## src/rtl/ppg_pkg.sv

```systemverilog
// Shared definitions for the PPG signal chain (sensor interface, beat detector, SpO2).
package ppg_pkg;

    typedef enum logic {
        BELOW = 1'b0,
        ABOVE = 1'b1
    } peak_state_e;

    function automatic int unsigned bpm_numerator(input int unsigned rate_hz);
        return 60 * rate_hz;
    endfunction

    localparam int unsigned SAMPLE_RATE_HZ_DEF = 100;
    localparam int unsigned BPM_NUMERATOR      = bpm_numerator(SAMPLE_RATE_HZ_DEF);
    localparam int          THRESH_DEF         = 64;
    localparam int unsigned MIN_INTERVAL_DEF   = 30;
    localparam int unsigned MAX_INTERVAL_DEF   = 300;

endpackage

```

## src/rtl/seq_divider_u16.sv

```systemverilog
// Restoring 16-bit unsigned divider: one quotient bit per cycle, done pulses 17 cycles after start.
module seq_divider_u16 (
    input  logic        clk,
    input  logic        reset_n,
    input  logic        start,
    input  logic [15:0] dividend,
    input  logic [15:0] divisor,
    output logic        busy,
    output logic        done,
    output logic [15:0] quotient
);

    logic [16:0] rem_q, rem_d;
    logic [15:0] quo_q, quo_d;
    logic [15:0] dvs_q, dvs_d;
    logic [4:0]  cnt_q, cnt_d;
    logic        busy_q, busy_d;
    logic        done_q, done_d;
    logic [16:0] shifted;
    logic [16:0] trial;

    always_comb begin
        rem_d   = rem_q;
        quo_d   = quo_q;
        dvs_d   = dvs_q;
        cnt_d   = cnt_q;
        busy_d  = busy_q;
        done_d  = 1'b0;
        shifted = {rem_q[15:0], quo_q[15]};
        trial   = shifted - {1'b0, dvs_q};
        if (start && !busy_q) begin
            rem_d  = '0;
            quo_d  = dividend;
            dvs_d  = divisor;
            cnt_d  = 5'd16;
            busy_d = 1'b1;
        end else if (busy_q) begin
            // trial borrows out into bit 16 when the divisor does not fit; divisor 0 always fits
            if (!trial[16]) begin
                rem_d = trial;
                quo_d = {quo_q[14:0], 1'b1};
            end else begin
                rem_d = shifted;
                quo_d = {quo_q[14:0], 1'b0};
            end
            cnt_d = cnt_q - 5'd1;
            if (cnt_q == 5'd1) begin
                busy_d = 1'b0;
                done_d = 1'b1;
            end
        end
    end

    always_ff @(posedge clk or negedge reset_n) begin
        if (!reset_n) begin
            rem_q  <= '0;
            quo_q  <= '0;
            dvs_q  <= '0;
            cnt_q  <= '0;
            busy_q <= 1'b0;
            done_q <= 1'b0;
        end else begin
            rem_q  <= rem_d;
            quo_q  <= quo_d;
            dvs_q  <= dvs_d;
            cnt_q  <= cnt_d;
            busy_q <= busy_d;
            done_q <= done_d;
        end
    end

    assign busy     = busy_q;
    assign done     = done_q;
    assign quotient = quo_q;

endmodule

```

## src/rtl/ppg_beat_detector.sv

```systemverilog
// PPG beat detector: EMA DC removal, hysteretic peak FSM, interval counter and BPM division.
module ppg_beat_detector
    import ppg_pkg::*;
#(
    parameter int          DATA_W         = 16,
    parameter int unsigned SAMPLE_RATE_HZ = SAMPLE_RATE_HZ_DEF,
    parameter int unsigned DC_SHIFT       = 4,
    parameter int          THRESH         = THRESH_DEF,
    parameter int unsigned MIN_INTERVAL   = MIN_INTERVAL_DEF,
    parameter int unsigned MAX_INTERVAL   = MAX_INTERVAL_DEF
) (
    input  logic                     clk,
    input  logic                     reset_n,
    input  logic                     sample_valid,
    input  logic [DATA_W-1:0]        ir_sample,
    output logic signed [DATA_W:0]   ac_out,
    output logic                     beat,
    output logic [15:0]              heart_rate,
    output logic                     hr_valid,
    output logic                     locked
);

    localparam int unsigned              CNT_W   = $clog2(MAX_INTERVAL + 1);
    localparam logic [CNT_W-1:0]         CNT_MAX = CNT_W'(MAX_INTERVAL);
    localparam logic [CNT_W-1:0]         CNT_MIN = CNT_W'(MIN_INTERVAL);
    localparam logic signed [DATA_W:0]   THR_HI  = (DATA_W + 1)'(THRESH);
    localparam logic signed [DATA_W:0]   THR_LO  = (DATA_W + 1)'(THRESH / 2);
    localparam logic [15:0]              NUMER   = 16'(bpm_numerator(SAMPLE_RATE_HZ));

    logic                   first_q, first_d;
    logic [DATA_W-1:0]      dc_q, dc_d;
    logic signed [DATA_W:0] ac_q, ac_d;
    logic                   ac_vld_q, ac_vld_d;
    logic [CNT_W-1:0]       cnt_q, cnt_d;
    peak_state_e            state_q, state_d;
    logic                   armed_q, armed_d;
    logic                   locked_q, locked_d;
    logic                   beat_q, beat_d;
    logic [15:0]            hr_q, hr_d;
    logic                   hr_valid_q, hr_valid_d;

    logic signed [DATA_W:0] diff;
    logic signed [DATA_W:0] dc_sum;
    logic                   div_start;
    logic                   div_busy;
    logic                   div_done;
    logic [15:0]            div_quo;

    always_comb begin
        first_d    = first_q;
        dc_d       = dc_q;
        ac_d       = ac_q;
        ac_vld_d   = 1'b0;
        cnt_d      = cnt_q;
        state_d    = state_q;
        armed_d    = armed_q;
        locked_d   = locked_q;
        beat_d     = 1'b0;
        hr_d       = hr_q;
        hr_valid_d = 1'b0;
        div_start  = 1'b0;
        diff       = $signed({1'b0, ir_sample}) - $signed({1'b0, dc_q});
        dc_sum     = $signed({1'b0, dc_q}) + (diff >>> DC_SHIFT);

        if (sample_valid) begin
            ac_vld_d = 1'b1;
            if (!first_q) begin
                first_d = 1'b1;
                dc_d    = ir_sample;
                ac_d    = '0;
            end else begin
                ac_d = diff;
                dc_d = dc_sum[DATA_W-1:0];
            end
            if (cnt_q != CNT_MAX) begin
                cnt_d = cnt_q + 1'b1;
            end
            if (cnt_d == CNT_MAX) begin
                locked_d = 1'b0;
                armed_d  = 1'b0;
            end
        end

        // The FSM acts on the registered ac value, one cycle after the sample strobe
        if (ac_vld_q) begin
            if (state_q == BELOW) begin
                if (ac_q > THR_HI) begin
                    state_d = ABOVE;
                end
            end else if (ac_q < THR_LO) begin
                state_d = BELOW;
                if (cnt_q >= CNT_MIN) begin
                    beat_d = 1'b1;
                    cnt_d  = '0;
                    if (!armed_q || cnt_q == CNT_MAX) begin
                        armed_d = 1'b1;
                    end else if (!div_busy) begin
                        div_start = 1'b1;
                    end
                end
            end
        end

        if (div_done) begin
            hr_d       = div_quo;
            hr_valid_d = 1'b1;
            locked_d   = 1'b1;
        end
    end

    always_ff @(posedge clk or negedge reset_n) begin
        if (!reset_n) begin
            first_q    <= 1'b0;
            dc_q       <= '0;
            ac_q       <= '0;
            ac_vld_q   <= 1'b0;
            cnt_q      <= '0;
            state_q    <= BELOW;
            armed_q    <= 1'b0;
            locked_q   <= 1'b0;
            beat_q     <= 1'b0;
            hr_q       <= '0;
            hr_valid_q <= 1'b0;
        end else begin
            first_q    <= first_d;
            dc_q       <= dc_d;
            ac_q       <= ac_d;
            ac_vld_q   <= ac_vld_d;
            cnt_q      <= cnt_d;
            state_q    <= state_d;
            armed_q    <= armed_d;
            locked_q   <= locked_d;
            beat_q     <= beat_d;
            hr_q       <= hr_d;
            hr_valid_q <= hr_valid_d;
        end
    end

    seq_divider_u16 u_div (
        .clk      (clk),
        .reset_n  (reset_n),
        .start    (div_start),
        .dividend (NUMER),
        .divisor  (16'(cnt_q)),
        .busy     (div_busy),
        .done     (div_done),
        .quotient (div_quo)
    );

    assign ac_out     = ac_q;
    assign beat       = beat_q;
    assign heart_rate = hr_q;
    assign hr_valid   = hr_valid_q;
    assign locked     = locked_q;

endmodule

```

## config.mk

```make
export PLATFORM = sky130hd
export DESIGN_NAME = ppg_beat_detector
export DESIGN_NICKNAME = d
export VERILOG_FILES = /design/src/rtl/ppg_pkg.sv /design/src/rtl/seq_divider_u16.sv /design/src/rtl/ppg_beat_detector.sv
export SDC_FILE = /design/constraint.sdc
export NUM_CORES = 1
export LEC_CHECK = 0
export BUFFER_PORTS_ARGS = -buffer_cell sky130_fd_sc_hd__buf_2
export CAP_MARGIN = 10
export CORE_MARGIN = 2
export CORE_UTILIZATION = 60
export CTS_BUF_LIST = sky130_fd_sc_hd__clkbuf_16
export CTS_CLUSTER_SIZE = 12
export DETAILED_ROUTE_END_ITERATION = 12
export GPL_ROUTABILITY_DRIVEN = 0
export PLACE_DENSITY_LB_ADDON = 0.3
export SYNTH_ARGS = -nofsm -noshare
export SYNTH_HDL_FRONTEND = slang
export SYNTH_SLANG_ARGS = --single-unit
```

## constraint.sdc

```tcl
create_clock -name clk -period 7.6 [get_ports clk]
set_input_delay 1.52 -clock clk [delete_from_list [all_inputs] [get_ports clk]]
set_output_delay 1.52 -clock clk [all_outputs]
set_load 0.01 [all_outputs]
```

## After elaboration in Yosys (flattened, before gate mapping)

Cells that the tools add are included.

| cells by class | value |
|---|---|
| $add $sub $neg | 5 |
| order comparisons | 3 |
| equality and inequality tests | 4 |
| muxes and demuxes | 48 |
| reductions and logical operators | 8 |

Operators with widths:

| operator | count |
|---|---|
| two-way mux 16 bit | 6 |
| two-way mux 9 bit | 7 |
| two-way mux 1 bit | 32 |
| equality test 9 bit (second input constant) | 2 |
| > comparator 17 x 8 -> 1 bit (second input constant) | 1 |
| < comparator 17 x 7 -> 1 bit (second input constant) | 1 |
| two-way mux 17 bit | 1 |
| subtractor 16 x 16 -> 17 bit | 1 |
| subtractor 17 x 9 -> 17 bit | 1 |
| adder 16 x 13 -> 16 bit | 1 |
| two-way mux 5 bit | 2 |
| adder 9 x 1 -> 9 bit (second input constant) | 1 |
| >= comparator 9 x 5 -> 1 bit (second input constant) | 1 |
| != test 9 bit (second input constant) | 1 |
| nonzero test 2 bit | 3 |
| equality test 5 x 1 -> 1 bit (second input constant) | 1 |
| subtractor 5 x 1 -> 5 bit (second input constant) | 1 |
| zero test 1 bit | 2 |
| AND reduction 2 bit | 1 |
| logical AND 1 bit | 1 |
| logical OR 1 bit | 1 |

| word-level totals | value |
|---|---|
| register bits | 113 |
| input bits | 19 |
| output and inout bits | 36 |

## Logic depth before layout (Yosys ltp)

Gate-level depths: netlist (run 1).

| logic depth | value |
|---|---|
| depth after elaboration | 11 |
| gate-level depth with buffers | 18 |
| mapped depth without buffers | 18 |

## Modules after synthesis

Synthesis (run 1) repeated with hierarchy kept, for this count alone.

| unflattened totals | value |
|---|---|
| cells, all modules | 856 |
| area total of the unflattened synthesis | 7866.3 um^2 |

By module, submodules not included:

| module | times used | cells an instance | area an instance (um^2) | sequential area each (um^2) |
|---|---|---|---|---|
| ppg_beat_detector | 1 | 475 | 4400.5 | 1626.6 |
| seq_divider_u16 | 1 | 381 | 3465.8 | 1376.3 |

## Worst setup path after synthesis (run 1)

No wires, ideal clock.

| path | value |
|---|---|
| path kind | input to register |
| start | input port ir_sample[0] |
| end | register dc_q[15] |
| setup time | 0.087 ns |
| arrival time | 4.634 ns |
| data required time | 7.513 ns |
| slack | 2.880 ns |
| cell stages on the path | 18 |
| path buffers | 0 |
| cell sequence | inv_1 -> ha_1 -> fa_1 -> nor2b_1 -> o2111ai_1 -> a31oi_1 -> a21o_1 -> a21oi_1 -> xnor2_1 -> ha_1 -> a21oi_1 -> nand2_1 -> o21ai_0 -> a21oi_1 -> a211oi_1 -> xnor2_1 -> nand4_1 -> o211ai_1 |

| between the ends | value |
|---|---|
| word-level cells in the longest chain between the ends | 3 |

RTL lines:

| element | RTL line | text |
|---|---|---|
| start, declared | ppg_beat_detector.sv:15 | `input logic [DATA_W-1:0] ir_sample,` |
| subtractor 16 x 16 -> 17 bit | ppg_beat_detector.sv:62 | `diff = $signed({1'b0, ir_sample}) - $signed({1'b0, dc_q});` |
| adder 16 x 13 -> 16 bit | ppg_beat_detector.sv:63 | `dc_sum = $signed({1'b0, dc_q}) + (diff >>> DC_SHIFT);` |
| two-way mux 16 bit | ppg_beat_detector.sv:67 | `if (!first_q) begin` |
| end signal, assigned | ppg_beat_detector.sv:114 | `dc_q <= '0;` |
| end signal, assigned | ppg_beat_detector.sv:126 | `dc_q <= dc_d;` |
| end, declared | ppg_beat_detector.sv:31 | `logic [DATA_W-1:0] dc_q, dc_d;` |

Every way passes these cells.
A chain may end at the register's enable or synchronous reset.

## Worst setup path after layout (run 1)

Ends and elaborated chain as after synthesis.

==> metrics.md, run 1 <==
| Metric | Value |
|---|---|
| Total of max-cap violations | `0` |
| Antenna violations before repair | `0` |
| Ranking of synthesized cells by area | `dfrtp_1 42%, ha_1 8.6%, mux2_2 3.8%, o21ai_0 3.5%, nand2_1 3.4%` |
| Grt total ovfl | `0` |
| Mean Syn Cell Area | `9.417 sq um` |
| ANT nets after route | `0` |
| Count leader, synth | `dfrtp_1` |
| Total clock sinks | `113` |
| Critical Path AT | `5.29 ns` |
| DIE AREA | `12200 sq um` |
| Slew @ Worst Pin | `1.086 ns` |
| Buffers on Ports | `54` |
| Max H-tree Level | `4` |
| Top cell type's share of synthesized area | `0.4159` |
| Global-route wire length before repair | `27020 microns` |
| Synth Warn # | `0` |
| Setup violations, final | `0` |
| Core area | `10940 sq um` |
| Clk_skew | `0.01760 ns` |
| Total Routing Usage GR | `0.2695` |
| Fill cells | `825` |
| Synth cell count leaders | `113 x dfrtp_1, 62 x nand2_1, 60 x nor2_1` |
| Latest clock arrival within the worst-skew pair | `0.42 ns` |
| Final Cycle Share | `0.6537` |
| Critical path buffers and inverters | `2` |
| Chip Width | `110.5 microns` |
| Layout area overhead | `14.00%` |
| Synthesized cell area | `6799 sq um` |
| Top FF cell, synth | `dfrtp_1` |
| Leak | `3.881 nW` |
| Postcts setup bufs | `0` |
| Cell Chain, Critical Path | `buf_2 > inv_1 > ha_1 > fa_1 > nor2b_1 > o2111ai_1 > a31oi_1 > a21o_1 > a21oi_1 > xnor2_1 > ha_1 > a21oi_1 > nand2_1 > o21ai_0 > a21oi_1 > a211oi_1 > xnor2_1 > nand4_1 > o211ai_1` |
| FF-to-FF Start | `dc_q[1]$_DFFE_PN0P_` |
| Number of enable flip-flop cells after synthesis | `0` |
| Clock-pin slew on the worst setup and hold paths | `0.05 ns` |
| Pin count of the biggest net entering global routing | `81` |
| Routed via count | `5522` |
| Initial Utilization | `0.6217` |
| VDD IR max | `0.4121 mV` |
| Largest fanout on the critical path | `6` |
| Critical Path Sink Type | `flip-flop` |
| TritonCTS Buffers | `17` |
| Min Clock Period, post-route | `4.968 ns` |
| Hold Buf Count CTS | `0` |
| Die Ht | `110.5 microns` |
| Status | `complete, no violations` |
| Post-DP HPWL | `10820 microns` |
| CTS root buffer | `clkbuf_16` |
| CTS tree | `built` |
| Reg2reg setup slack | `3.37 ns` |
| Post-synthesis sequential area ratio | `0.4159` |
| Slew headroom | `0.2725` |
| CP Class | `input pin to flip-flop` |
| Ant diodes | `0` |
| RSZ-0062 raised after global routing | `false` |
| Hold Path Depth | `2` |
| Worst min-delay path class | `flip-flop to flip-flop` |
| CTS max path bufs | `2` |
| Ys async rst share | `1.000` |
| R2r endpoint | `dc_q[15]$_DFFE_PN0P_` |
| Synth cell types | `62` |
| Worst Hold End | `u_div.dvs_q[0]$_DFFE_PN0P_` |
| Max Slew Vio Count | `0` |
| Setup crit start kind | `input pin` |
| Synth area leader | `dfrtp_1` |
| Vias per cell | `5.970` |
| # resized after CTS | `0` |
| Slowest CP cell | `a31oi_1` |
| Wirelength per Cell | `17.25 microns` |
| Hold path start | `u_div.dvs_q[0]$_DFFE_PN0P_` |
| Total Negative Setup Slacks | `0 ns` |
| Top delay family on crit path | `compound AO/OA/AOI/OAI gates` |
| Number of global-route vias before repair | `5739` |
| DRC Markers | `0` |
| Hold violation total from the final report | `0` |
| # rows | `38` |
| Final WL | `15960 microns` |
| DR iter-0 viols | `460` |
| Mapped Cells | `722` |
| Drt pass-1 iters | `5` |
| F_max | `201.3 MHz` |
| Ports | `55` |
| Syn nets | `791` |
| Synth Register Bits | `113` |
| Worst reg2reg path depth | `18` |
| Layout Utilization | `0.7088` |
| Slowest cell delay on critical path | `0.41 ns` |
| Worst path required time | `7.93 ns` |
| Share of layout cells above drive strength 1 | `0.1554` |
| Total Power | `4.367 mW` |
| Power per Cell Area | `563.4 nW/um^2` |
| Nets | `841` |
| Most frequent cell on the critical path | `a21oi_1` |
## sequential cells by signal, indices dropped and copies added, names as in the netlist, 5 cells and up
register and flops:
ac_out 17, cnt_q 9, dc_q 16, heart_rate 16, u_div.cnt_q 5, u_div.dvs_q 9
u_div.quotient 16, u_div.rem_q 16
## cell usage in the layout, fill, tap and decap left out, types with 4 or more instances in the layout
cell type	n
mux2i_1	22
o21ai_1	9
a21o_1	13
clkbuf_16	17
inv_1	60
o211ai_1	6
o21ai_0	47
o21a_1	12
a31o_2	4
and3_1	9
nand2_1	62
xnor2_1	24
nor4_1	5
nor2b_1	13
a22o_1	4
nand3_1	16
ha_1	47
nand4_1	4
a21oi_1	45
a31oi_1	9
buf_4	7
xor2_1	17
nor2_1	60
nand2b_1	4
mux2_2	23
clkinvlp_4	4
dfrtp_1	113
a211oi_1	5
nor3_1	16
buf_2	53
## where the power goes
group	switching (mW)	internal [mW]	leakage, nW
sequential	0.216	0.833	1.43
clock	0.277	0.506	0.292
combinational	1.40	1.13	2.16
total	1.89	2.47	3.88
## worst max path at each step
stage | start | end | slack [ns] | cells after the start
after floorplan | ir_sample[0] | dc_q[15]$_DFFE_PN0P_ | 2.88 | 18
after global placement | ir_sample[0] | dc_q[15]$_DFFE_PN0P_ | 2.46 | 19
after detailed placement | ir_sample[0] | dc_q[15]$_DFFE_PN0P_ | 2.27 | 19
after CTS | ir_sample[0] | dc_q[15]$_DFFE_PN0P_ | 2.69 | 19
after global routing | ir_sample[0] | dc_q[15]$_DFFE_PN0P_ | 2.34 | 19
final | ir_sample[0] | dc_q[15]$_DFFE_PN0P_ | 2.63 | 19
## logic make-up after synthesis
| logic type | share of synthesized area |
|---|---|
| xor gates and xnor gates | 0.05521 |
| and+or+nand+nor | 0.1481 |
| buffers and inverters | 0.04840 |
| AOI/OAI and AO/OA | 0.1665 |
| muxes | 0.07048 |
| adders and majority gates | 0.09533 |
| DFF | 0.4159 |
## worst min-delay path, stage by stage, from the launching register on
cell     delay, ns
dfrtp_1       0.34
nand2_1       0.05
o21ai_0       0.06
## per-stage QoR
stage	area, sq um	setup WS (ns)	hold WS, ns	instances
2_1_floorplan	6799	2.880	0.3519	722
3_3_place_gp	7169	2.460	0.4749	893
3_5_place_dp	7169	2.273	0.4863	893
4_1_cts	7751	2.691	0.4982	925
5_1_grt	7751	2.337	0.5140	925
6_report	7751	2.632	0.4870	925
## routing by layer
metal	up-vias	GRT usage	wire length, microns
li1	2644	-	-
met1	2675	0.3188	6603
met2	167	0.4671	8333
met3	36	0.06696	634
met4	0	0.1142	386
met5	-	0	0
## cell type report
class / instances / area, sq um / area share
Multi-Input combinational cell: 525 / 3642 / 0.4699
Sequential cell: 113 / 2828 / 0.3648
Clock buffer: 17 / 425.4 / 0.05488
Timing Repair Buffer: 60 / 317.8 / 0.04100
Inverter: 55 / 206.4 / 0.02663
Tap cell: 140 / 175.2 / 0.02260
Clock inverter: 15 / 156.4 / 0.02018
Note: power is estimated with default switching activity, not from simulation.
==> run 2: changes to the inputs <==
- CORE_UTILIZATION: 60 -> 55
- clock period: 7.6 -> 4.15 ns (I/O delays scaled with it)
==> run 2 against run 1 <==
Against the previous run: setup slack lost 2.6 ns; flip-flop and latch count is the same; die area grew 8.8%; largest power group unchanged; routed wire length grew 3.4%; register-to-register slack lost 3.3 ns; design area grew 5.6%; global-route usage shrank 0.77 points; first-iteration DRC count shrank 22%; power grew 100%; critical endpoint is now dc_q[12]$_DFFE_PN0P_.
==> metrics.md, run 2 (synthesized netlist as in run 1, its figures left out) <==
| Metric | Value |
|---|---|
| Status | `complete, no violations` |
| Chip Width | `115.2 microns (+4.3%)` |
| Vias per cell | `5.715 (-4.3%)` |
| Critical Path Sink Type | `flip-flop` |
| Ports | `55 (unchanged)` |
| Buffers on Ports | `54 (unchanged)` |
| Die Ht | `115.2 microns (+4.3%)` |
| Worst path required time | `4.50 ns (-3.43 ns)` |
| DR iter-0 viols | `357 (-22%)` |
| TritonCTS Buffers | `17 (unchanged)` |
| Hold slack | `0.4952 ns (+0.008190 ns)` |
| ANT nets after route | `0 (unchanged)` |
| Layout area overhead | `20.35%` |
| Total clock sinks | `113 (unchanged)` |
| Share of layout cells above drive strength 1 | `0.2169 (+0.06145)` |
| CTS root buffer | `clkbuf_16` |
| CTS max path bufs | `2 (unchanged)` |
| Routed via count | `5704 (+3.3%)` |
| Initial Utilization | `0.5637 (-0.05805)` |
| Max Slew Vio Count | `0 (unchanged)` |
| Drt pass-1 iters | `5 (unchanged)` |
| Most frequent cell on the critical path | `a21oi_1` |
| Slew @ Worst Pin | `0.8302 ns (-0.2557 ns)` |
| Antenna violations before repair | `0 (unchanged)` |
| CTS tree | `built` |
| Core area | `12060 sq um (+10%)` |
| CP Class | `input pin to flip-flop` |
| Global-route wire length before repair | `27150 microns (+0.48%)` |
| Latest clock arrival within the worst-skew pair | `0.42 ns (about the same)` |
| Hold violation total from the final report | `0 (unchanged)` |
| DIE AREA | `13270 sq um (+8.8%)` |
| Final WL | `16500 microns (+3.4%)` |
| Hold Buf Count CTS | `0 (unchanged)` |
| Leak | `4.114 nW (+6.0%)` |
| Min Clock Period, post-route | `4.091 ns` |
| DRC Markers | `0 (unchanged)` |
| Final Cycle Share | `0.9857` |
| Number of global-route vias before repair | `5750 (+0.19%)` |
| Total Routing Usage GR | `0.2617 (-0.007732)` |
| Setup crit start kind | `input pin` |
| Setup violations, final | `0 (unchanged)` |
| Slowest CP cell | `a2111oi_0` |
| Total Power | `8.762 mW (+100%)` |
| Ant diodes | `0 (unchanged)` |
| Fill cells | `936 (+13%)` |
| Slew headroom | `0.4465 (+0.1740)` |
| Pin count of the biggest net entering global routing | `65 (-20%)` |
| Worst min-delay path class | `input pin to asynchronous set/reset pin` |
| Grt total ovfl | `0 (unchanged)` |
| Slowest cell delay on critical path | `0.49 ns (+0.08 ns)` |
| Fin worst setup slack | `0.05926 ns (-2.572 ns)` |
| Wirelength per Cell | `16.53 microns (-4.2%)` |
| Largest fanout on the critical path | `4 (-2)` |
| VDD IR max | `0.7931 mV (+92%)` |
| Clk_skew | `0.009063 ns (-0.008541 ns)` |
| Post-DP HPWL | `11530 microns (+6.5%)` |
| Pre-CTS setup slack | `-0.3093 ns (-2.583 ns)` |
| Total of max-cap violations | `0 (unchanged)` |
| Power per Cell Area | `1071 nW/um^2 (+90%)` |
| Clock-pin slew on the worst setup and hold paths | `0.06 ns (about the same)` |
| Cell Chain, Critical Path | `buf_2 > ha_1 > nor2b_1 > o21a_1 > o21ai_1 > buf_4 > nand2b_1 > a2111oi_0 > nor3_1 > xor2_1 > ha_1 > nand4b_1 > a21oi_1 > o221ai_1 > a21oi_1 > xor2_1 > mux2i_1 > a21oi_1` |
| Largest register FFs | `17 (unchanged)` |
| Most common cell after layout, fill and taps aside | `dfrtp_1` |
| F_max | `244.5 MHz` |
| Nets | `886 (+5.4%)` |
| Max H-tree Level | `4 (unchanged)` |
| Critical Path AT | `4.44 ns (-0.85 ns)` |
| Most frequent cells in the layout | `112 x dfrtp_1, 62 x nand2_1, 60 x nor2_1` |
| # rows | `40 (+5.3%)` |
## run 2: area by class of cell
type / instances / area (sq um) / area share
Tap cell: 168 / 210.2 / 0.02569
Timing Repair Buffer: 105 / 655.6 / 0.08012
Clock inverter: 15 / 180.2 / 0.02202
Multi-Input combinational cell: 525 / 3676 / 0.4492
Sequential cell: 113 / 2829 / 0.3457
Clock buffer: 17 / 425.4 / 0.05199
Inverter: 55 / 206.4 / 0.02523
## run 2: final timing paths
path / start / endpoint / slack (ns) / cells past startpoint
max in group asynchronous: reset_n / dc_q[1]$_DFFE_PN0P_ / 2.72 / 2
max: ir_sample[1] / dc_q[12]$_DFFE_PN0P_ / 0.06 / 18
min in group clk: armed_q$_DFF_PN0_ / armed_q$_DFF_PN0_ / 0.50 / 1
min: reset_n / u_div.rem_q[10]$_DFFE_PN0P_ / 0.50 / 1
min reg2reg: armed_q$_DFF_PN0_ / armed_q$_DFF_PN0_ / 0.50 / 1
max reg2reg: dc_q[1]$_DFFE_PN0P_ / dc_q[12]$_DFFE_PN0P_ / 0.12 / 18
## run 2: metal layers
metal	global-route usage	part of all wire	up-vias
met5	0	0	-
li1	-	-	2753
met3	0.05904	0.035	33
met4	0.1044	0.023	0
met2	0.4639	0.53	148
met1	0.3080	0.41	2770
## run 2: repair_timing
item / 4_1_cts / 5_1_grt
setup endpoints to repair: 1 / 7
gates resized for setup: 1 / 12
buffers inserted: 0 / 0
pin swaps: 0 / 4
cloned: 0 / 0
## run 2: critical path, delay by kind of cell
kind	cells	cell delay [ns]
XOR/XNOR	2	0.35
buffers and inverters	2	0.27
adder cells (fa/ha/maj)	2	0.63
AO/OA/AOI/OAI	7	1.78
AND/OR/NAND/NOR	4	0.49
multiplexers	1	0.09
## run 2: power by group
group          leakage (nW)  switching (mW)  internal (mW)
Combinational          2.39            2.79           2.57
Clock                 0.296           0.553          0.949
Sequential             1.43           0.371           1.53
## run 2: per-stage QoR
step	setup TNS (ns)	cell area (sq um)	util	std cells
CTS	0	8148	0.6755	998
detailed placement	-1.530	7542	0.6253	966
finish	0	8183	0.6784	998
floorplan	0	6799	-	722
global route	-0.05118	8183	0.6784	998
global placement	-0.6373	7542	0.6253	966
